## config.mk

```make
export PLATFORM = sky130hd
export DESIGN_NAME = adaptive_threshold_pipe
export DESIGN_NICKNAME = d
export VERILOG_FILES = /design/src/rtl/threshold_pkg.sv /design/src/rtl/threshold_compare.sv /design/src/rtl/adaptive_threshold_pipe.sv
export SDC_FILE = /design/constraint.sdc
export NUM_CORES = 1
export LEC_CHECK = 0
export CORE_MARGIN = 1.5
export CORE_UTILIZATION = 56
export DETAILED_ROUTE_END_ITERATION = 7
export DONT_BUFFER_PORTS = 1
export PLACE_DENSITY = 0.81
export SKIP_CTS_REPAIR_TIMING = 1
export SLEW_MARGIN = 20
export SYNTH_ARGS = -nofsm -noshare
export SYNTH_HDL_FRONTEND = slang
export SYNTH_SLANG_ARGS = --single-unit
```

## constraint.sdc

```tcl
create_clock -name clock -period 3.9 [get_ports clock]
set_input_delay 1.17 -clock clock [delete_from_list [all_inputs] [get_ports clock]]
set_output_delay 1.17 -clock clock [all_outputs]
set_load 0.03 [all_outputs]
```

## src/rtl/threshold_pkg.sv

```systemverilog
// Shared definitions for the threshold datapath: FSM states and default image geometry
// used by the box filter, memory readers and threshold stage.
package threshold_pkg;

    localparam int DEFAULT_WIDTH_BITS  = 8;
    localparam int DEFAULT_HEIGHT_BITS = 8;
    localparam int DEFAULT_DATA_BITS   = 8;

    typedef enum logic [1:0] {
        IDLE,
        RUN,
        DRAIN,
        DONE
    } thresholdState_t;

endpackage

```

## src/rtl/threshold_compare.sv

```systemverilog
// Combinational foreground decision: pixel > (threshold - offset), optionally inverted.
// Wide signed arithmetic means t' below zero or above full scale needs no saturation.
module threshold_compare #(
    parameter int DATA_BITS   = 8,
    parameter int OFFSET_BITS = 8
) (
    input  logic [DATA_BITS-1:0]          pixel,
    input  logic [DATA_BITS-1:0]          threshold,
    input  logic signed [OFFSET_BITS-1:0] offset,
    input  logic                          invert,
    output logic                          result
);

    localparam int CMP_BITS = ((OFFSET_BITS > DATA_BITS) ? OFFSET_BITS : DATA_BITS) + 2;

    logic signed [CMP_BITS-1:0] pixelExt;
    logic signed [CMP_BITS-1:0] thresholdExt;
    logic signed [CMP_BITS-1:0] offsetExt;
    logic signed [CMP_BITS-1:0] adjustedThreshold;

    assign pixelExt          = $signed({{(CMP_BITS-DATA_BITS){1'b0}}, pixel});
    assign thresholdExt      = $signed({{(CMP_BITS-DATA_BITS){1'b0}}, threshold});
    assign offsetExt         = $signed({{(CMP_BITS-OFFSET_BITS){offset[OFFSET_BITS-1]}}, offset});
    assign adjustedThreshold = thresholdExt - offsetExt;
    assign result            = (pixelExt > adjustedThreshold) ^ invert;

endmodule

```

## src/rtl/adaptive_threshold_pipe.sv

```systemverilog
// Raster-order adaptive threshold stage: fetches pixel/threshold pairs, writes one binary result
// per pixel. Define THRESHOLD_COUNT_EN to add the oOnesCount foreground counter port.
module adaptive_threshold_pipe
    import threshold_pkg::*;
#(
    parameter int WIDTH_BITS   = DEFAULT_WIDTH_BITS,
    parameter int HEIGHT_BITS  = DEFAULT_HEIGHT_BITS,
    parameter int DATA_BITS    = DEFAULT_DATA_BITS,
    parameter int OFFSET_BITS  = 8,
    parameter int READ_LATENCY = 1,
    parameter bit AUTO_START   = 1'b1
) (
    input  logic                          clock,
    input  logic                          reset,
    input  logic                          iStart,
    input  logic signed [OFFSET_BITS-1:0] iOffset,
    input  logic                          iInvert,
    output logic [WIDTH_BITS-1:0]         oImageCol,
    output logic [HEIGHT_BITS-1:0]        oImageRow,
    input  logic [DATA_BITS-1:0]          iImageData,
    output logic [WIDTH_BITS-1:0]         oThresholdCol,
    output logic [HEIGHT_BITS-1:0]        oThresholdRow,
    input  logic [DATA_BITS-1:0]          iThresholdData,
    output logic [WIDTH_BITS-1:0]         oResultCol,
    output logic [HEIGHT_BITS-1:0]        oResultRow,
    output logic                          oResultData,
    output logic                          oResultWren,
    output logic                          finished
`ifdef THRESHOLD_COUNT_EN
    ,
    output logic [WIDTH_BITS+HEIGHT_BITS:0] oOnesCount
`endif
);

    thresholdState_t stateReg, stateNext;
    logic                          autoArmedReg;
    logic [2:0]                    drainCountReg;
    logic [WIDTH_BITS-1:0]         colReg;
    logic [HEIGHT_BITS-1:0]        rowReg;
    logic signed [OFFSET_BITS-1:0] offsetReg;
    logic                          invertReg;
    logic                          startFrame;
    logic                          lastAddress;
    logic                          compareResult;

    logic [READ_LATENCY-1:0] pipeValidReg;
    logic [WIDTH_BITS-1:0]   pipeColReg [READ_LATENCY];
    logic [HEIGHT_BITS-1:0]  pipeRowReg [READ_LATENCY];

    assign lastAddress = (&colReg) && (&rowReg);

    always_comb begin
        stateNext  = stateReg;
        startFrame = 1'b0;
        case (stateReg)
            IDLE: begin
                if (iStart || autoArmedReg) begin
                    stateNext  = RUN;
                    startFrame = 1'b1;
                end
            end
            RUN: begin
                if (lastAddress) stateNext = DRAIN;
            end
            DRAIN: begin
                // One extra cycle beyond the memory latency covers the result register.
                if (drainCountReg == 3'(READ_LATENCY)) stateNext = DONE;
            end
            DONE: begin
                if (iStart) begin
                    stateNext  = RUN;
                    startFrame = 1'b1;
                end
            end
            default: stateNext = IDLE;
        endcase
    end

    always_ff @(posedge clock) begin
        if (reset) begin
            stateReg      <= IDLE;
            autoArmedReg  <= AUTO_START;
            drainCountReg <= 3'd0;
            colReg        <= '0;
            rowReg        <= '0;
            offsetReg     <= '0;
            invertReg     <= 1'b0;
        end else begin
            stateReg      <= stateNext;
            autoArmedReg  <= 1'b0;
            drainCountReg <= (stateReg == DRAIN) ? drainCountReg + 3'd1 : 3'd0;
            if (startFrame) begin
                colReg    <= '0;
                rowReg    <= '0;
                offsetReg <= iOffset;
                invertReg <= iInvert;
            end else if (stateReg == RUN && !lastAddress) begin
                colReg <= colReg + 1'b1;
                if (&colReg) rowReg <= rowReg + 1'b1;
            end
        end
    end

    assign oImageCol     = colReg;
    assign oImageRow     = rowReg;
    assign oThresholdCol = colReg;
    assign oThresholdRow = rowReg;
    assign finished      = (stateReg == DONE);

    // Address tags travel with the memory read so each result lands where it was fetched.
    always_ff @(posedge clock) begin
        if (reset) begin
            pipeValidReg <= '0;
        end else begin
            pipeValidReg[0] <= (stateReg == RUN);
            for (int i = 1; i < READ_LATENCY; i++) pipeValidReg[i] <= pipeValidReg[i-1];
        end
        pipeColReg[0] <= colReg;
        pipeRowReg[0] <= rowReg;
        for (int i = 1; i < READ_LATENCY; i++) begin
            pipeColReg[i] <= pipeColReg[i-1];
            pipeRowReg[i] <= pipeRowReg[i-1];
        end
    end

    threshold_compare #(
        .DATA_BITS  (DATA_BITS),
        .OFFSET_BITS(OFFSET_BITS)
    ) compareInst (
        .pixel    (iImageData),
        .threshold(iThresholdData),
        .offset   (offsetReg),
        .invert   (invertReg),
        .result   (compareResult)
    );

    always_ff @(posedge clock) begin
        if (reset) begin
            oResultWren <= 1'b0;
            oResultData <= 1'b0;
            oResultCol  <= '0;
            oResultRow  <= '0;
        end else begin
            oResultWren <= pipeValidReg[READ_LATENCY-1];
            if (pipeValidReg[READ_LATENCY-1]) begin
                oResultData <= compareResult;
                oResultCol  <= pipeColReg[READ_LATENCY-1];
                oResultRow  <= pipeRowReg[READ_LATENCY-1];
            end
        end
    end

`ifdef THRESHOLD_COUNT_EN
    always_ff @(posedge clock) begin
        if (reset || startFrame) begin
            oOnesCount <= '0;
        end else if (oResultWren && oResultData) begin
            oOnesCount <= oOnesCount + 1'b1;
        end
    end
`endif

endmodule

```

==> impl_metrics.json, run 1 <==
{
  "tightestPinTransition_ps": 784,
  "syn-num-nets": 383,
  "syn_area_um2": 3050,
  "cts_root_buffer": "clkbuf_8",
  "finClkSkew_ps": 8.88,
  "power.switching_mw": 0.743,
  "die_h_um": 76.8,
  "slowest_delay_ps": 320,
  "worst-path-max-fanout": 3,
  "grt_max_degree": 34,
  "clkSinkCount": 66,
  "portBuffers": 0,
  "synth-seq-cells": 66,
  "synthFlopType": "dfxtp_1",
  "drt_iter0_drc": 108,
  "grt_pass1_vias": 2014,
  "hold_viol_final": 0,
  "cts_buffers": 9,
  "core_um2": 5170,
  "ios": 79,
  "viasPerCell": 5.16,
  "clkPwrFrac_pct": 24.6,
  "insertion_delay_ps": 340,
  "yosys-top-cells-area": "dfxtp_1, ha_1, nor2_1",
  "first_pass_iters": 4,
  "drc_errors": 0,
  "fmax_mhz": 271,
  "final_cell_mix": "dfxtp_1, nor2_1, ha_1, inv_1, mux2i_1",
  "dpl_cell_area_um2": 3030,
  "totalWireLength_um": 5290,
  "die_area_um2": 5890,
  "min_period_ps": 3690,
  "hold_class": "register to register",
  "outcome": "finished, final reports clean",
  "gp_congestion": 0.807,
  "diodes": 0,
  "slew_viol_final": 0,
  "powerDensity_nw_per_um2": 632,
  "timing.final.crit_share_pct": 94.7,
  "slew_headroom_pct": 47.6,
  "ant_nets": 0,
  "p_int_mw": 1.29,
  "p_comb_share_pct": 35.6,
  "holdWs_ps": 454,
  "dpl.hpwl_um": 3900,
  "drive_above_1_share_pct": 9.48,
  "start_util_pct": 58.9,
  "async_flop_share_pct": 0,
  "path_cells": "ha_1, a21o_1, a31oi_1, nand2_1, a21o_1, a21oi_1, xnor2_1, ha_1, a211o_1, a21oi_1, a31oi_1, a221oi_2, a211oi_1, a2111oi_2",
  "cp_slowest_cell": "a2111oi_2",
  "yosys.area.top_type": "dfxtp_1",
  "via_count": 2049,
  "ys_seq_area_share_pct": 43.3,
  "fp.dieW_um": 76.8,
  "worstSetupPathType": "input port to register",
  "synth_top_area_share_pct": 43.3,
  "antenna_found_initial": 0,
  "synth_cell_types": 37,
  "synth.avg_cell_area_um2": 9.29,
  "grt_pass1_wl_um": 8990,
  "cts_max_level": 3,
  "syn_to_final_growth_pct": 5.30,
  "ir_drop_uv": 389,
  "rows": 26,
  "layout_commonest_cell": "dfxtp_1",
  "synth_edf_count": 0,
  "fin_area_um2": 3210,
  "cts_tree": "built",
  "setup_viol": 0,
  "synth_warnings": 0,
  "required_ps": 4140,
  "p_seq_share_pct": 39.9,
  "synthCells": 328,
  "path_clk_slew_ps": 70,
  "critPathCaptureType": "register",
  "nets": 377,
  "grt_overflow": 0,
  "leakagePower_nw": 1.25,
  "wl_per_cell_um": 13.3,
  "power.share.switching_pct": 36.6,
  "cts.path.max_buffers": 2,
  "maxCapViolCount": 0,
  "startpoint_type": "input port",
  "arrival_ps": 3930,
  "grt_use_total_pct": 19.6,
  "grt_setup_unrepaired": "false"
}
[sequential cells by signal, summed over array words and instances, names as in the netlist, 2 cells and up]
register / count
oImageCol: 8
oImageRow: 8
oResultRow: 8
stateReg: 2
drainCountReg: 3
oResultCol: 8
offsetReg: 8
pipeRowReg: 8
pipeColReg: 8
[synthesized netlist by cell type, drive strengths merged, types with 6 or more instances]
cell type and n:
a21oi 16, buf 22, dfxtp 66, ha 26, inv 20, mux2i 19
nand2 11, nand3 8, nor2 57, nor2b 6, nor3 7, o21ai 10
xnor2 13, xor2 7
[area by class of cell]
type,count,area [µm²]
flip-flops and latches,66,1320
clock inverters,7,52.6
inverters,20,75.1
clock buffers,9,124
fillers,428,1960
repair buffers,9,67.6
multi-input cells,216,1480
well taps,70,87.6
[cells by family after synthesis]
group	share of synthesized area, %
buffers and inverters	8.21
AOI/OAI and AO/OA	9.52
and+or+nand+nor	15.6
muxes	6.24
DFF	43.3
xor gates and xnor gates	5.75
adders and majority gates	11.3
[layer usage]
layer  GRT usage (%)  wire length (µm)  up-vias
met5               0                 0        -
met4            9.63                93        0
met1            23.4              2410      919
met3            7.86               340        8
met2            30.6              2450       49
li1                -                 -     1073
[path summary, 6_finish.rpt]
check,start,endpoint,slack (ps),depth (start not counted)
max,iThresholdData[4],oResultData,210,14
min,drainCountReg[0],drainCountReg[0],450,1
min reg2reg,drainCountReg[0],drainCountReg[0],450,1
max reg2reg,offsetReg[1],oResultData,670,15
[critical path, delay by kind of cell]
family,cells,cell delay [ps]
AOI/OAI and AO/OA,10,1960
xor gates and xnor gates,1,150
adders and majority gates,2,570
and+or+nand+nor,1,90
[metrics by stage]
| step | setup WS, ps | utilization (%) | setup TNS (ps) | total power [mW] | std cells |
|---|---|---|---|---|---|
| 3_3_place_gp | -36.3 | 58.5 | -36.3 | 1.52 | 381 |
| 2_1_floorplan | 2.93 | - | 0 | 1.41 | 328 |
| 6_report | 205 | 62.0 | 0 | 2.03 | 397 |
| 5_1_grt | 49.3 | 62.0 | 0 | 2.20 | 397 |
| 4_1_cts | 218 | 61.9 | 0 | 2.05 | 397 |
| 3_5_place_dp | -148 | 58.5 | -148 | 1.55 | 381 |
[power groups by stage]
stage / clock network [mW] / logic [mW] / registers, mW
after floorplan: 0 / 0.602 / 0.804
after global placement: 0 / 0.698 / 0.822
after detailed placement: 0 / 0.721 / 0.826
after CTS: 0.519 / 0.724 / 0.811
after global routing: 0.547 / 0.833 / 0.821
final: 0.498 / 0.722 / 0.809
No activity file was read; power rests on OpenSTA's default activity.
==> run 2: changes to the inputs <==
--- a/config.mk
+++ b/config.mk
@@ -5,7 +5,7 @@
 export SDC_FILE = /design/constraint.sdc
 export NUM_CORES = 1
 export LEC_CHECK = 0
-export CORE_MARGIN = 1.5
+export CORE_MARGIN = 1
 export CORE_UTILIZATION = 56
 export DETAILED_ROUTE_END_ITERATION = 7
 export DONT_BUFFER_PORTS = 1
==> impl_metrics.json, run 2 (synthesis results as in run 1) <==
{
  "outcome": "finished, final reports clean",
  "arrival_ps": 3940,
  "core_um2": 5170,
  "hold_class": "register to register",
  "fmax_mhz": 270,
  "antenna_found_initial": 0,
  "ant_nets": 0,
  "critPathCaptureType": "register",
  "first_pass_iters": 4,
  "timing.final.crit_share_pct": 95.0,
  "insertion_delay_ps": 340,
  "maxCapViolCount": 0,
  "fin_area_um2": 3220,
  "nets": 375,
  "wl_per_cell_um": 13.7,
  "final_cell_mix": "dfxtp_1, nor2_1, ha_1, inv_1, mux2i_1",
  "ir_drop_uv": 454,
  "setup_tns_ps": 0,
  "instances_no_fill": 395,
  "drive_above_1_share_pct": 8.92,
  "ios": 79,
  "slew_viol_final": 0,
  "path_clk_slew_ps": 80,
  "start_util_pct": 58.9,
  "portBuffers": 0,
  "worst-path-max-fanout": 3,
  "diodes": 0,
  "timing.critical_path.buf_inv": 0,
  "layout_commonest_cell": "dfxtp_1",
  "leakagePower_nw": 1.26,
  "finClkSkew_ps": 7.72,
  "cp_slowest_cell": "a2111oi_2",
  "powerDensity_nw_per_um2": 657,
  "cts_max_level": 3,
  "die_area_um2": 5740,
  "gp_congestion": 0.830,
  "totalWireLength_um": 5390,
  "tightestPinTransition_ps": 1080,
  "startpoint_type": "input port",
  "dpl.hpwl_um": 3880,
  "worstSetupPathType": "input port to register",
  "grt_use_total_pct": 20.3,
  "clkSinkCount": 66,
  "grt_overflow": 0,
  "required_ps": 4140,
  "critPathTopFamily": "compound AO/OA/AOI/OAI gates",
  "grt_pass1_vias": 1927,
  "syn_to_final_growth_pct": 5.79,
  "slew_headroom_pct": 27.7,
  "grt_setup_unrepaired": "false",
  "place_inst": 379,
  "cts_tree": "built",
  "slowest_delay_ps": 330,
  "viasPerCell": 5.22,
  "hold_viol_final": 0,
  "grt_pass1_wl_um": 8420,
  "path_cells": "ha_1, a21o_1, a31oi_2, nand2_1, a21o_1, a21oi_2, xnor2_1, ha_1, a211o_1, a21oi_1, a31oi_1, a221oi_2, a211oi_1, a2111oi_2",
  "rows": 26,
  "setup_viol": 0,
  "min_period_ps": 3710,
  "drt_iter0_drc": 58,
  "die_h_um": 75.8,
  "dpl_cell_area_um2": 3010,
  "via_count": 2062,
  "cts.path.max_buffers": 2,
  "cts_buffers": 9,
  "drc_errors": 0,
  "cts_root_buffer": "clkbuf_8",
  "grt_max_degree": 34,
  "fp.dieW_um": 75.8
}
-- run 2: worst register-to-register path, delay by kind of cell, from the launching register on --
family	cells	cell delay, ps
AOI/OAI and AO/OA	9	1840
adders and majority gates	2	530
buffers and inverters	1	70
and+or+nand+nor	2	230
DFF	1	310
xor gates and xnor gates	1	130
-- run 2: area by class of cell --
cell class	instances	area, µm²
fillers	427	1950
inverters	20	75.1
flip-flops and latches	66	1320
well taps	70	87.6
clock inverters	7	77.6
multi-input cells	216	1490
clock buffers	9	124
repair buffers	7	52.6
-- run 2: through the flow --
stage	hold WS [ps]	power (mW)	util [%]	setup slack (ps)
floorplan	421	1.41	-	2.93
CTS	467	2.13	62.1	212
global route	478	2.28	62.3	33.1
finish	466	2.12	62.3	195
global placement	432	1.52	58.2	-40.0
detailed placement	451	1.55	58.2	-146
-- run 2: per-layer routing --
layer	wire (µm)	GRT usage (%)	share of wire [%]	vias to the layer above
met2	2560	33.1	48	47
met3	310	8.73	5.7	6
met4	74	8.64	1.4	0
met5	0	0	0	-
met1	2440	23.2	45	938
li1	-	-	-	1071
-- run 2: worst paths after layout --
| path | start | slack, ps | to | cells past startpoint |
|---|---|---|---|---|
| setup / recovery | iThresholdData[4] | 190 | oResultData | 14 |
| setup reg to reg | offsetReg[1] | 670 | oResultData | 15 |
| hold reg to reg | drainCountReg[0] | 470 | drainCountReg[0] | 1 |
| hold / removal | drainCountReg[0] | 470 | drainCountReg[0] | 1 |
-- run 2: power breakdown --
part | internal, mW | total (mW) | switching [mW]
sequential | 0.736 | 0.809 | 0.0734
clock | 0.302 | 0.578 | 0.276
combinational | 0.320 | 0.731 | 0.411
total | 1.36 | 2.12 | 0.760
==> run 3: changes to the inputs <==
--- a/config.mk
+++ b/config.mk
@@ -5,8 +5,10 @@
 export SDC_FILE = /design/constraint.sdc
 export NUM_CORES = 1
 export LEC_CHECK = 0
+export CORE_ASPECT_RATIO = 0.8
 export CORE_MARGIN = 1
 export CORE_UTILIZATION = 56
+export CTS_BUF_LIST = sky130_fd_sc_hd__clkbuf_8 sky130_fd_sc_hd__clkbuf_16
 export DETAILED_ROUTE_END_ITERATION = 7
 export DONT_BUFFER_PORTS = 1
 export PLACE_DENSITY = 0.81
==> impl_metrics.json, run 3 (synthesis results as in run 1) <==
{
  "outcome": "finished, violations left",
  "violations": "design-rule violations",
  "arrival_ps": 3990,
  "first_pass_iters": 6,
  "leakagePower_nw": 1.28,
  "ant_nets": 0,
  "powerDensity_nw_per_um2": 648,
  "power.share.switching_pct": 34.7,
  "grt_setup_unrepaired": "false",
  "grt_pass1_vias": 1965,
  "tightestPinTransition_ps": 1110,
  "p_comb_share_pct": 34.2,
  "cts_buffers": 9,
  "ios": 79,
  "viasPerCell": 5.50,
  "pre_cts_slack_ps": -177,
  "required_ps": 4130,
  "setup_tns_ps": 0,
  "cts_tree": "built",
  "drt_iter0_drc": 72,
  "place_inst": 374,
  "startpoint_type": "input port",
  "insertion_delay_ps": 330,
  "nets": 378,
  "grt_max_degree": 34,
  "start_util_pct": 59.5,
  "timing.final.crit_share_pct": 96.4,
  "p_int_mw": 1.36,
  "clkSinkCount": 66,
  "path_clk_slew_ps": 60,
  "cp_slowest_cell": "a2111oi_2",
  "dpl.hpwl_um": 4150,
  "p_total_mw": 2.08,
  "core_um2": 5120,
  "totalWireLength_um": 5710,
  "worstSetupPathType": "input port to register",
  "maxCapViolCount": 0,
  "grt_pass1_wl_um": 9230,
  "min_period_ps": 3760,
  "fmax_mhz": 266,
  "cts.path.max_buffers": 2,
  "slew_headroom_pct": 26.1,
  "hold_class": "register to register",
  "cts_root_buffer": "clkbuf_8",
  "p_seq_share_pct": 40.1,
  "clkPwrFrac_pct": 25.7,
  "portBuffers": 0,
  "grt_overflow": 0,
  "hold_viol_final": 0,
  "holdWs_ps": 455,
  "finClkSkew_ps": 11.0,
  "gp_congestion": 0.859,
  "drive_above_1_share_pct": 8.26,
  "rows": 23,
  "final_cell_mix": "dfxtp_1, nor2_1, ha_1, inv_1, mux2i_1",
  "wl_per_cell_um": 14.7,
  "slew_viol_final": 0,
  "antenna_found_initial": 0,
  "die_area_um2": 5740,
  "setup_viol": 0,
  "slowest_delay_ps": 320,
  "fin_ws_ps": 140,
  "layout_commonest_cell": "dfxtp_1",
  "fp.dieW_um": 84.5,
  "syn_to_final_growth_pct": 5.34,
  "cts_max_level": 3,
  "critPathCaptureType": "register",
  "instances_no_fill": 389,
  "power.switching_mw": 0.723,
  "fillers": 454,
  "die_h_um": 68.0,
  "drc_errors": 3,
  "grt_use_total_pct": 21.3,
  "via_count": 2141,
  "worst-path-max-fanout": 3,
  "ir_drop_uv": 372,
  "path_cells": "ha_1, a21o_1, a31oi_1, nand2_1, a21o_1, a21oi_1, xnor2_1, ha_1, a211o_1, a21oi_1, a31oi_1, a221oi_2, a211oi_1, a2111oi_2",
  "diodes": 0
}
[run 3: cell types whose count changed in the layout (fill, tap and decap cells not counted), sizes merged]
cell / before / now
buf: 7 / 10
clkbuf: 9 / 10
clkinv: 4 / 2
[run 3: metal layers]
layer / routed length [µm] / global-route usage [%]
met1: 2720 / 26.4
met3: 357 / 9.29
met4: 76 / 6.14
met2: 2550 / 34.1
met5: 0 / 0
[run 3: final timing paths]
path                                          to  depth (start not counted)  slack [ps]         startpoint
worst max-delay path                 oResultData                         14         140  iThresholdData[4]
worst min-delay path            drainCountReg[0]                          1         460   drainCountReg[0]
worst max register to register       oResultData                         15         580       offsetReg[1]
worst min register to register  drainCountReg[0]                          1         460   drainCountReg[0]
[run 3: critical path, delay by kind of cell]
family | cells | cell delay, ps
adders and majority gates | 2 | 560
AOI/OAI and AO/OA | 10 | 1980
xor gates and xnor gates | 1 | 150
and+or+nand+nor | 1 | 120
[run 3: layout make-up]
class                           count  area (µm²)  share of cell area (%)
Tap cell                           62        77.6                    2.42
Inverter                           20        75.1                    2.34
Clock inverter                      5        47.5                    1.48
Timing Repair Buffer               10        75.1                    2.34
Sequential cell                    66        1320                    41.2
Clock buffer                       10         138                    4.29
Multi-Input combinational cell    216        1480                    46.0
[run 3: stage by stage]
stage	instance area, µm²	util, %
2_1_floorplan	3050	-
3_3_place_gp	3030	59.1
3_5_place_dp	3030	59.1
4_1_cts	3210	62.7
5_1_grt	3210	62.7
6_report	3210	62.7
[run 3: power by group through the flow]
stage / clock [mW] / combinational [mW] / sequential, mW
2_1_floorplan: 0 / 0.602 / 0.804
3_3_place_gp: 0 / 0.683 / 0.847
3_5_place_dp: 0 / 0.705 / 0.850
4_1_cts: 0.551 / 0.710 / 0.835
5_1_grt: 0.581 / 0.811 / 0.846
6_report: 0.535 / 0.712 / 0.835
